$ cat config.mk
export PLATFORM = sky130hd
export DESIGN_NAME = fixedpoint_div
export DESIGN_NICKNAME = d
export VERILOG_FILES = /design/src/rtl/fixedpoint_div.sv
export SDC_FILE = /design/constraint.sdc
export NUM_CORES = 1
export LEC_CHECK = 0
export CELL_PAD_IN_SITES_DETAIL_PLACEMENT = 1
export CELL_PAD_IN_SITES_GLOBAL_PLACEMENT = 1
export CORE_MARGIN = 10
export CORE_UTILIZATION = 53
export CTS_CLUSTER_DIAMETER = 100
export DETAILED_ROUTE_END_ITERATION = 6
export DONT_BUFFER_PORTS = 1
export PLACE_DENSITY_LB_ADDON = 0.1
export REMOVE_ABC_BUFFERS = 1
export SYNTH_ARGS = -nofsm -noshare
export SYNTH_HDL_FRONTEND = slang
export SYNTH_SLANG_ARGS = --single-unit
$ cat constraint.sdc
create_clock -name clk -period 5.9 [get_ports clk]
set_input_delay 0.295 -clock clk [delete_from_list [all_inputs] [get_ports clk]]
set_output_delay 0.295 -clock clk [all_outputs]
set_load 0.02 [all_outputs]
$ cat src/rtl/fixedpoint_div.sv
// Sequential signed Q7.8 divider: one restoring step per cycle, result saturated
// to the 17-bit Q8.8 width used by the fixedpoint add/multiply block.
module fixedpoint_div #(
    parameter int W    = 16,
    parameter int FRAC = 8
) (
    input  logic         clk,
    input  logic         rst_n,
    input  logic         start_i,
    input  logic [W-1:0] a_i,
    input  logic [W-1:0] b_i,
    output logic         busy_o,
    output logic         done_o,
    output logic [W:0]   q_o,
    output logic         dz_o,
    output logic         sat_o
);

    localparam int ITER = W + FRAC;
    localparam int CW   = $clog2(ITER + 1);

    // Largest magnitudes representable in the W+1 bit result for each sign.
    localparam logic [ITER-1:0] POS_LIM = ITER'({W{1'b1}});
    localparam logic [ITER-1:0] NEG_LIM = ITER'({1'b1, {W{1'b0}}});
    localparam logic [W:0]      POS_MAX = {1'b0, {W{1'b1}}};
    localparam logic [W:0]      NEG_MAX = {1'b1, {W{1'b0}}};

    typedef enum logic [1:0] {
        IDLE,
        CALC,
        FIN
    } state_t;

    state_t          state_q, state_d;
    logic [W-1:0]    bmag_q, bmag_d;
    logic            sign_q, sign_d;
    logic            bzero_q, bzero_d;
    logic [ITER-1:0] div_q, div_d;
    logic [ITER-1:0] quo_q, quo_d;
    logic [W:0]      rem_q, rem_d;
    logic [CW-1:0]   cnt_q, cnt_d;
    logic [W:0]      q_q, q_d;
    logic            dz_q, dz_d;
    logic            sat_q, sat_d;
    logic            done_q, done_d;

    logic [W-1:0]    amagIn;
    logic [W-1:0]    bmagIn;
    logic [W:0]      remShift;
    logic [W:0]      mag;
    logic            clamp;

    always_comb begin
        state_d  = state_q;
        bmag_d   = bmag_q;
        sign_d   = sign_q;
        bzero_d  = bzero_q;
        div_d    = div_q;
        quo_d    = quo_q;
        rem_d    = rem_q;
        cnt_d    = cnt_q;
        q_d      = q_q;
        dz_d     = dz_q;
        sat_d    = sat_q;
        done_d   = 1'b0;
        mag      = '0;
        clamp    = 1'b0;

        // 0x8000 negates to itself, which read unsigned is exactly 32768.
        amagIn   = a_i[W-1] ? (~a_i + W'(1)) : a_i;
        bmagIn   = b_i[W-1] ? (~b_i + W'(1)) : b_i;
        remShift = {rem_q[W-1:0], div_q[ITER-1]};

        case (state_q)
            IDLE: begin
                if (start_i) begin
                    state_d = CALC;
                    bmag_d  = bmagIn;
                    sign_d  = a_i[W-1] ^ b_i[W-1];
                    bzero_d = (b_i == '0);
                    div_d   = {amagIn, {FRAC{1'b0}}};
                    rem_d   = '0;
                    quo_d   = '0;
                    cnt_d   = '0;
                end
            end

            CALC: begin
                div_d = {div_q[ITER-2:0], 1'b0};
                if (remShift >= {1'b0, bmag_q}) begin
                    rem_d = remShift - {1'b0, bmag_q};
                    quo_d = {quo_q[ITER-2:0], 1'b1};
                end else begin
                    rem_d = remShift;
                    quo_d = {quo_q[ITER-2:0], 1'b0};
                end
                cnt_d = cnt_q + CW'(1);
                if (cnt_q == CW'(ITER - 1)) begin
                    state_d = FIN;
                end
            end

            FIN: begin
                // Negative results reach one step further than positive ones.
                if (sign_q) begin
                    if (quo_q > NEG_LIM) begin
                        mag   = NEG_MAX;
                        clamp = 1'b1;
                    end else begin
                        mag = quo_q[W:0];
                    end
                    q_d = ~mag + (W+1)'(1);
                end else begin
                    if (quo_q > POS_LIM) begin
                        mag   = POS_MAX;
                        clamp = 1'b1;
                    end else begin
                        mag = quo_q[W:0];
                    end
                    q_d = mag;
                end
                sat_d = clamp;
                dz_d  = 1'b0;

                // With b == 0 the sign is just the dividend's sign.
                if (bzero_q) begin
                    q_d   = sign_q ? NEG_MAX : POS_MAX;
                    dz_d  = 1'b1;
                    sat_d = 1'b1;
                end
                done_d  = 1'b1;
                state_d = IDLE;
            end

            default: begin
                state_d = IDLE;
            end
        endcase
    end

    always_ff @(posedge clk or negedge rst_n) begin
        if (!rst_n) begin
            state_q <= IDLE;
            bmag_q  <= '0;
            sign_q  <= 1'b0;
            bzero_q <= 1'b0;
            div_q   <= '0;
            quo_q   <= '0;
            rem_q   <= '0;
            cnt_q   <= '0;
            q_q     <= '0;
            dz_q    <= 1'b0;
            sat_q   <= 1'b0;
            done_q  <= 1'b0;
        end else begin
            state_q <= state_d;
            bmag_q  <= bmag_d;
            sign_q  <= sign_d;
            bzero_q <= bzero_d;
            div_q   <= div_d;
            quo_q   <= quo_d;
            rem_q   <= rem_d;
            cnt_q   <= cnt_d;
            q_q     <= q_d;
            dz_q    <= dz_d;
            sat_q   <= sat_d;
            done_q  <= done_d;
        end
    end

    assign busy_o = (state_q != IDLE);
    assign done_o = done_q;
    assign q_o    = q_q;
    assign dz_o   = dz_q;
    assign sat_o  = sat_q;

endmodule

# --- After elaboration in Yosys (flattened, before gate mapping) ---
# Index checks and enable logic that the tools add are counted.
totals:
  reg_bits: 109
  inputBits: 35
  output_inout_bits: 21
  elab_cells: 64
op_classes:
  add_sub_neg: 5
  n_lt_le_gt_ge: 3
  eq_ne: 5
  n_mux: 28
  n_bitwise: 4
  reduce_logical: 7
op_table:
  columns: ["operator", "n"]
  rows:
  - ["17-bit two-way mux", 7]
  - ["24-bit case mux with 2 select lines", 2]
  - ["16-bit two-way mux", 4]
  - ["24-bit two-way mux", 2]
  - ["16-bit by 1-bit adder with 16-bit output, second input constant", 2]
  - ["16-bit inverter", 2]
  - ["16-bit case mux with 2 select lines", 1]
  - ["24-bit by 16-bit > comparator with 1-bit output, second input constant", 1]
  - ["24-bit by 17-bit > comparator with 1-bit output, second input constant", 1]
  - ["17-bit by 1-bit adder with 17-bit output, second input constant", 1]
  - ["17-bit by 16-bit >= comparator with 1-bit output", 1]
  - ["17-bit inverter", 1]
  - ["16-bit zero test", 1]
  - ["16-bit subtractor", 1]
  - ["5-bit case mux with 2 select lines", 1]
  - ["1-bit two-way mux", 7]
  - ["2-bit AND reduction", 3]
  - ["5-bit by 1-bit adder with 5-bit output, second input constant", 1]
  - ["5-bit == test, second input constant", 1]
  - ["5-bit two-way mux", 1]
  - ["2-bit two-way mux", 2]
  - ["2-bit != test, second input constant", 2]
  - ["2-bit case mux with 2 select lines", 1]
  - ["2-bit nonzero test", 2]
  - ["other kinds (4)", 4]

# --- Logic depth before layout (Yosys ltp) ---
# Gate-level depths: netlist of the first run.
depth:
  depth_word: 8
  depth_mapped: 15
  mapped_depth_nobuf: 13

# --- Worst setup path after synthesis of the first run ---
# OpenSTA, ideal clock, no wires.
synth_path:
  kind: "register to register"
  start: "reg quo_q[7]"
  end: "reg q_q[12], in the netlist q_o[12]"
  setup_time_ns: 0.125
  arrival_time_ns: 2.844
  required_ns: 5.775
  path_slack_ns: 2.930
  stages_incl_launch_ff: 15
  path_buffers: 1
  path_cell_list: "dfrtp_1 or3_4 or4_1 o21ai_2 and2_4 buf_6 nand2_1 ha_1 inv_1 a41oi_2 nand2_1 or3_4 a31oi_1 nor3b_1 nor3_2"
synth_between:
  elab_chain_cells: 8
synth_rtl:
  columns: ["element", "line", "text"]
  rows:
  - ["start: declaration", "39", "logic [ITER-1:0] quo_q, quo_d;"]
  - ["start signal: assignment", "161", "quo_q <= quo_d;"]
  - ["24-bit by 17-bit > comparator with 1-bit output", "106", "if (quo_q > NEG_LIM) begin"]
  - ["17-bit two-way mux", "106", null]
  - ["17-bit two-way mux", "105", "if (sign_q) begin"]
  - ["17-bit two-way mux", "74", "case (state_q)"]
  - ["17-bit inverter", "112", "q_d = ~mag + (W+1)'(1);"]
  - ["17-bit by 1-bit adder with 17-bit output", "112", null]
  - ["17-bit two-way mux *", "105", null]
  - ["17-bit two-way mux *", "126", "if (bzero_q) begin"]
  - ["end signal: assignment", "164", "q_q <= q_d;"]
  - ["end: declaration", "42", "logic [W:0] q_q, q_d;"]
# Mark *: on every way between the ends. The rest lies on a longest branch, timed or not. The select of a mux whose other input is x is not followed.
# A chain may end at the register's enable or synchronous reset.

# --- Worst setup path after layout of the first run ---
layout_path:
  start: "reg quo_q[6]"
  end: "reg q_q[12], in the netlist q_o[12]"
# The elaborated chain is that of the path after synthesis.

==> results of run 1 <==
-- cell families after synthesis --
family,Yosys count
simple gates,260
compound gates,202
flops,101
buf+inv,71
xor+xnor,40
fa+ha+maj,21
mux,15
-- final cells by class --
type / count / area [um^2] / share of cell area [%]
flip-flops and latches: 101 / 2527 / 38.52
clock buffers: 9 / 225.2 / 3.432
repair buffers: 9 / 90.09 / 1.373
clock inverters: 7 / 82.58 / 1.259
well taps: 143 / 178.9 / 2.727
inverters: 32 / 120.1 / 1.831
multi-input cells: 538 / 3337 / 50.86
-- worst paths after layout --
check                      depth (start not counted)         to
max in group asynchronous                          2  bmag_q[3]
min in group asynchronous                          2    q_o[12]
setup reg to reg                                  13    q_o[12]
setup / recovery                                  13    q_o[12]
hold / removal                                     1    bzero_q
hold reg to reg                                    2  bmag_q[9]
-- flip-flops by register name (all words and copies together), names as in the netlist --
| register | flops |
|---|---|
| bmag_q | 16 |
| bzero_q | 1 |
| cnt_q | 5 |
| div_q | 16 |
| done_o | 1 |
| dz_o | 1 |
| q_o | 17 |
| quo_q | 24 |
| rem_q | 16 |
| sat_o | 1 |
| sign_q | 1 |
| state_q | 2 |
-- layer usage --
layer | global-route usage [%] | vias to the layer above | share of wire [%] | routed length (um)
li1 | - | 2496 | - | -
met5 | 0 | - | 0 | 0
met4 | 7.417 | 0 | 1.9 | 310
met2 | 33.00 | 131 | 47 | 7854
met1 | 27.16 | 2635 | 45 | 7490
met3 | 4.342 | 22 | 5.8 | 966
-- stage by stage --
| stage | setup slack, ns | std cells |
|---|---|---|
| 2_1_floorplan | 2.659 | 671 |
| 5_1_grt | 2.334 | 839 |
| 3_5_place_dp | 2.620 | 821 |
| 6_report | 2.491 | 839 |
| 4_1_cts | 2.596 | 839 |
| 3_3_place_gp | 2.801 | 821 |
-- synthesized netlist by cell type, types with 2 or more instances --
cell,count
nand2_1,112
dfrtp_1,101
o21ai_0,66
nor2_1,43
clkbuf_1,32
inv_1,32
o21ai_1,30
xor2_1,26
a21oi_1,21
ha_1,20
nand3_1,20
nor3_1,19
o31ai_1,16
a22oi_1,14
xnor2_1,14
mux2i_1,13
nand2b_1,10
a31oi_1,8
nor2b_1,8
or4_1,8
a211oi_1,6
nand4_1,6
nor4_1,6
o41ai_1,6
or3_1,6
o21a_1,5
and2_1,4
buf_1,4
nand4b_1,3
o211ai_1,3
a21boi_0,2
a221o_1,2
buf_4,2
mux2_2,2
nand3b_1,2
o2111ai_1,2
o31a_1,2
o32ai_2,2
or3_4,2
-- timing repair --
action | in CTS | in global routing
setup endpoints to repair | 0 | 0
hold endpoints to repair | 101 | 0
hold buffers | 2 | 0
-- power breakdown --
| group | internal [uW] | leakage, uW | switching [uW] | total (uW) |
|---|---|---|---|---|
| registers | 972 | 0.00120 | 272 | 1240 |
| logic | 944 | 0.00145 | 1450 | 2390 |
| clock network | 336 | 0.000145 | 284 | 620 |
==> summary.txt, run 1 <==
Critical path
  • Worst flop-to-flop path startpoint: quo_q[6]
  • Critical Path Max Stage Delay: 0.52 ns
  • WP buf/inv: 1
  • Max FO, Critical Path: 11
  • Critical Path Source Type: flop
  • Slowest-stage cell, CP: or4_1
  • R2r setup slk: 2.49 ns
  • Worst setup path startpoint: quo_q[6]
  • Crit end category: flop
  • WS Path Type: flop to flop
  • Required @ worst endpoint: 6.14 ns
  • CP delay by family, top: simple AND/OR/NAND/NOR gates
  • Cell chain of the critical path: or3_4 -> or4_1 -> o21ai_2 -> and2_4 -> nand2_1 -> ha_1 -> inv_1 -> a41oi_2 -> nand2_1 -> or3_4 -> a31oi_1 -> nor3b_1 -> nor3_2
  • Worst EP arrival: 3.65 ns

Timing
  • Worst Tran Pin Value: 0.8733 ns
  • Final Setup Violations: 0
  • Fmax: 293.3 MHz
  • Pins over their slew limit: 0
  • Hold Slack: 0.04829 ns
  • Period utilization: 57.79%
  • Final hold viol count: 0
  • RSZ-0062 raised after global routing: false
  • Worst Clk Skew: 0.01149 ns
  • Setup TNS: 0 ns
  • Slew margin rel.: 41.33%
  • Min cycle time layout: 3.409 ns

Synthesis
  • Top_reg_cell synth: dfrtp_1
  • Mux contribution to synthesized area: 2.489%
  • Asr flop ratio synth: 100.0%
  • Synth Area in Compound Gates: 21.36%
  • Post-synth EDFFs: 0
  • Post-Syn Instances: 710
  • Avg Synthesized Cell Area: 8.639 um^2
  • Synth Area in Simple Gates: 20.24%
  • Post-Synth XOR/XNOR Area: 5.712%
  • #FFs+latches synth: 101
  • Mapped cell area: 6133 um^2
  • Main combinational cell family by area after synthesis: compound AO/OA/AOI/OAI gates
  • Top post-synthesis cells by area: dfrtp_1 41%, nand2_1 6.9%, o21ai_0 5.4%
  • Top-area cell type share of the netlist area: 41.21%
  • Register area share after synthesis: 41.21%
  • Area leader, netlist: dfrtp_1
  • Distinct cell type count after synthesis: 69
  • Yosys warnings: 0
  • Adder-Cell Fraction of Synth Area: 4.406%

Worst hold path
  • Hold path startpoint: b_i[15]
  • Hold Path Class: input port to flop

Placement
  • Hpwl dp: 11.42 mm
  • Port-buffer cells: 0
  • Routability Congestion: 0.9719
  • Cell Area, Placed: 6216 um^2

Layout
  • Core Util, Final: 57.71%
  • Commonest cells after routing, fill and taps aside: 111 x nand2_1, 101 x dfrtp_1, 66 x o21ai_0, 43 x nor2_1, 32 x inv_1
  • Area grow syn2layout: 6.977%
  • Commonest non-fill, non-tap cell in the layout: nand2_1
  • Final Cell Area: 6561 um^2
  • Ant diodes: 0
  • Layout cells sized above 1: 6.466%
  • Final net count: 747
  • Fillers: 1326

Power and ir drop
  • Pwr Density: 648.5 nW/um^2
  • Max VDD drop: 0.0003445 V
  • Leakage: 0.002802 uW
  • Total power: 4255 uW

Routing
  • Drc violations: 0
  • DR vias: 5284
  • Detailed Routing Iterations Pass 1: 4
  • DR vias/cell: 6.298
  • Antenna Nets Post-Route: 0
  • Routed WL: 16.62 mm
  • DRT iter0 DRCs: 332
  • Avg WL per Cell: 19.81 um

Global routing
  • Total grt overflow: 0
  • First-pass GRT wire length: 27.95 mm
  • Initial antenna violation count: 0
  • Largest net degree at the start of global routing: 102
  • Gr usage total: 20.67%
  • Number of global-route vias before repair: 5559

Clock network
  • TritonCTS Buffers: 9
  • Post-CTS Resized: 0
  • Clk slew on worst S/H paths: 0.07 ns
  • Clk sink count: 101
  • Post-CTS Setup Inserts: 0
  • Root Buffer: clkbuf_16
  • CTS H-tree depth: 3
  • CTS tree: done
  • Clk_lat worst skew: 0.36 ns
  • Clk buf depth: 2

Floorplan
  • CORE AREA: 11370 um^2
  • DIE HEIGHT: 127.6 um
  • Die area: 16280 um^2
  • I/O pin count: 56
  • Row count: 39
  • Initial Util: 53.95%
  • Width of the die: 127.6 um

Job
  • Max_cap viols: 0

Status
  • Status: finished, final reports clean
No activity file was read; power rests on OpenSTA's default activity.
==> run 2: changes to the inputs <==
--- a/config.mk
+++ b/config.mk
@@ -8,7 +8,7 @@
 export CELL_PAD_IN_SITES_DETAIL_PLACEMENT = 1
 export CELL_PAD_IN_SITES_GLOBAL_PLACEMENT = 1
 export CORE_MARGIN = 10
-export CORE_UTILIZATION = 53
+export CORE_UTILIZATION = 44
 export CTS_CLUSTER_DIAMETER = 100
 export DETAILED_ROUTE_END_ITERATION = 6
 export DONT_BUFFER_PORTS = 1
==> constraint.sdc (replaced) <==
create_clock -name clk -period 2.8 [get_ports clk]
set_input_delay 0.14 -clock clk [delete_from_list [all_inputs] [get_ports clk]]
set_output_delay 0.14 -clock clk [all_outputs]
set_load 0.02 [all_outputs]
==> run 2 against run 1 <==
Combinational power rose to 2.5 times the previous value; sequential share of layout area down 3.7 points; sequential power up 100%; first-iteration DRC count down 20%; maximum frequency up 25%; count of clock-buffer cells in the layout unchanged; worst hold slack worse by 0.046 ns; register-to-register slack worse by 2.4 ns; clock power up 110%; via count up 3.5%; critical path depth unchanged; largest cell class unchanged; largest power group unchanged.
==> summary.txt, run 2 (synthesis gave the netlist of run 1 again) <==
Status
  • Status: finished, final reports clean

Worst hold path
  • Hold Path Class: input port to flop
  • Hold path startpoint: b_i[4]

Global routing
  • Total grt overflow: 0
  • Number of global-route vias before repair: 5898
  • First-pass GRT wire length: 30.86 mm
  • Initial antenna violation count: 0
  • Largest net degree at the start of global routing: 102
  • Gr usage total: 19.11%

Floorplan
  • Width of the die: 138.1 um
  • Initial Util: 44.53%
  • CORE AREA: 13770 um^2
  • I/O pin count: 56
  • Row count: 43
  • Die area: 19060 um^2
  • DIE HEIGHT: 138.1 um

Placement
  • Cell Area, Placed: 6553 um^2
  • Port-buffer cells: 0
  • Hpwl dp: 12.99 mm
  • Routability Congestion: 0.8948

Clock network
  • Clk sink count: 101
  • Root Buffer: clkbuf_16
  • TritonCTS Buffers: 9
  • Clk buf depth: 2
  • Clk slew on worst S/H paths: 0.08 ns
  • CTS tree: done
  • Clk_lat worst skew: 0.36 ns
  • CTS H-tree depth: 3

Job
  • Max_cap viols: 0

Critical path
  • WS Path Type: flop to flop
  • Worst setup path startpoint: quo_q[7]
  • Worst EP arrival: 3.02 ns
  • Critical Path Max Stage Delay: 0.50 ns
  • Max FO, Critical Path: 6
  • Slowest-stage cell, CP: or4_4
  • Critical Path Source Type: flop
  • Cell chain of the critical path: or3_4 -> or4_4 -> o21ai_4 -> and2_4 -> nand2_2 -> ha_4 -> inv_4 -> a41oi_4 -> nor2_2 -> a21oi_4 -> a31oi_1 -> nor3b_2 -> nor3_2
  • Worst flop-to-flop path startpoint: quo_q[7]
  • Crit end category: flop
  • Required @ worst endpoint: 3.09 ns

Layout
  • Core Util, Final: 52.71%
  • Final Cell Area: 7259 um^2
  • Final net count: 812
  • Fillers: 1629
  • Ant diodes: 0
  • Layout cells sized above 1: 12.88%
  • Largest reg by FF count: quo_q
  • Max reg flops: 24
  • Area grow syn2layout: 18.36%
  • Commonest cells after routing, fill and taps aside: 109 x nand2_1, 101 x dfrtp_1, 66 x o21ai_0, 46 x buf_4, 42 x nor2_1
  • Commonest non-fill, non-tap cell in the layout: nand2_1

Routing
  • Antenna Nets Post-Route: 0
  • Drc violations: 0
  • DR vias: 5469
  • DR vias/cell: 5.812
  • Detailed Routing Iterations Pass 1: 4
  • DRT iter0 DRCs: 266
  • Avg WL per Cell: 19.40 um
  • Routed WL: 18.26 mm

Power and ir drop
  • Total power: 9872 uW
  • Pwr Density: 1360 nW/um^2
  • Leakage: 0.003114 uW
  • Max VDD drop: 0.0005791 V

Timing
  • Pins over their slew limit: 0
  • RSZ-0062 raised after global routing: true
  • Setup TNS: 0 ns
  • Slew margin rel.: 40.31%
  • Hold Slack: 0.001821 ns
  • Worst Tran Pin Value: 0.8953 ns
  • Min cycle time layout: 2.736 ns
  • Final Setup Violations: 0
  • Final hold viol count: 0
  • Fmax: 365.5 MHz
  • Worst Clk Skew: 0.009119 ns
  • Period utilization: 97.72%
-- run 2: layer usage --
layer	GRT usage [%]	part of all wire, %	vias to the layer above
li1	-	-	2611
met5	0	0	-
met4	6.992	2.0	0
met3	3.801	4.5	21
met2	30.70	47	90
met1	24.88	46	2747
-- run 2: metrics by stage --
stage                     worst slack [ns]  instances
after CTS                        -0.003835        937
after global placement             0.07115        895
after floorplan                    -0.4413        671
after detailed placement          0.001919        895
after global routing              -0.02633        941
final                              0.06385        941
-- run 2: layout make-up --
class | count | area, um^2 | share of cell area, %
Tap cell | 180 | 225.2 | 3.102
Inverter | 32 | 122.6 | 1.689
Sequential cell | 101 | 2527 | 34.82
Timing Repair Buffer | 74 | 654.4 | 9.014
Clock inverter | 7 | 80.08 | 1.103
Clock buffer | 9 | 225.2 | 3.102
Multi-Input combinational cell | 538 | 3425 | 47.17
-- run 2: power by group --
| part | switching (uW) | total (uW) | internal [uW] |
|---|---|---|---|
| registers | 475 | 2520 | 2050 |
| clock network | 621 | 1330 | 707 |
| logic | 3420 | 6020 | 2600 |
-- run 2: repair_timing --
item                       CTS  global route
gates cloned                 0             0
setup endpoints to repair    2            21
hold buffers                26             0
gates resized for setup      2            18
setup buffers                0             4
hold endpoints to repair   123             0
pin swaps                    1            10
-- run 2: path summary, 6_finish.rpt --
path | endpoint | slack (ns) | cells after the start
worst min register to register | bmag_q[5] | 0.49 | 2
worst max register to register | q_o[12] | 0.06 | 13
worst max-delay path | q_o[12] | 0.06 | 13
worst min-delay path | bmag_q[4] | 0.002 | 2
min in group asynchronous | quo_q[9] | 0.35 | 2
max in group asynchronous | bmag_q[1] | 2.00 | 2
-- run 2: worst max-delay path, delay by kind of cell, from the launching register on --
kind                     cells  cell delay [ns]
AND/OR/NAND/NOR              7             1.57
AO/OA/AOI/OAI                4             0.48
flip-flops                   1             0.38
adder cells (fa/ha/maj)      1             0.17
buffers and inverters        1             0.05
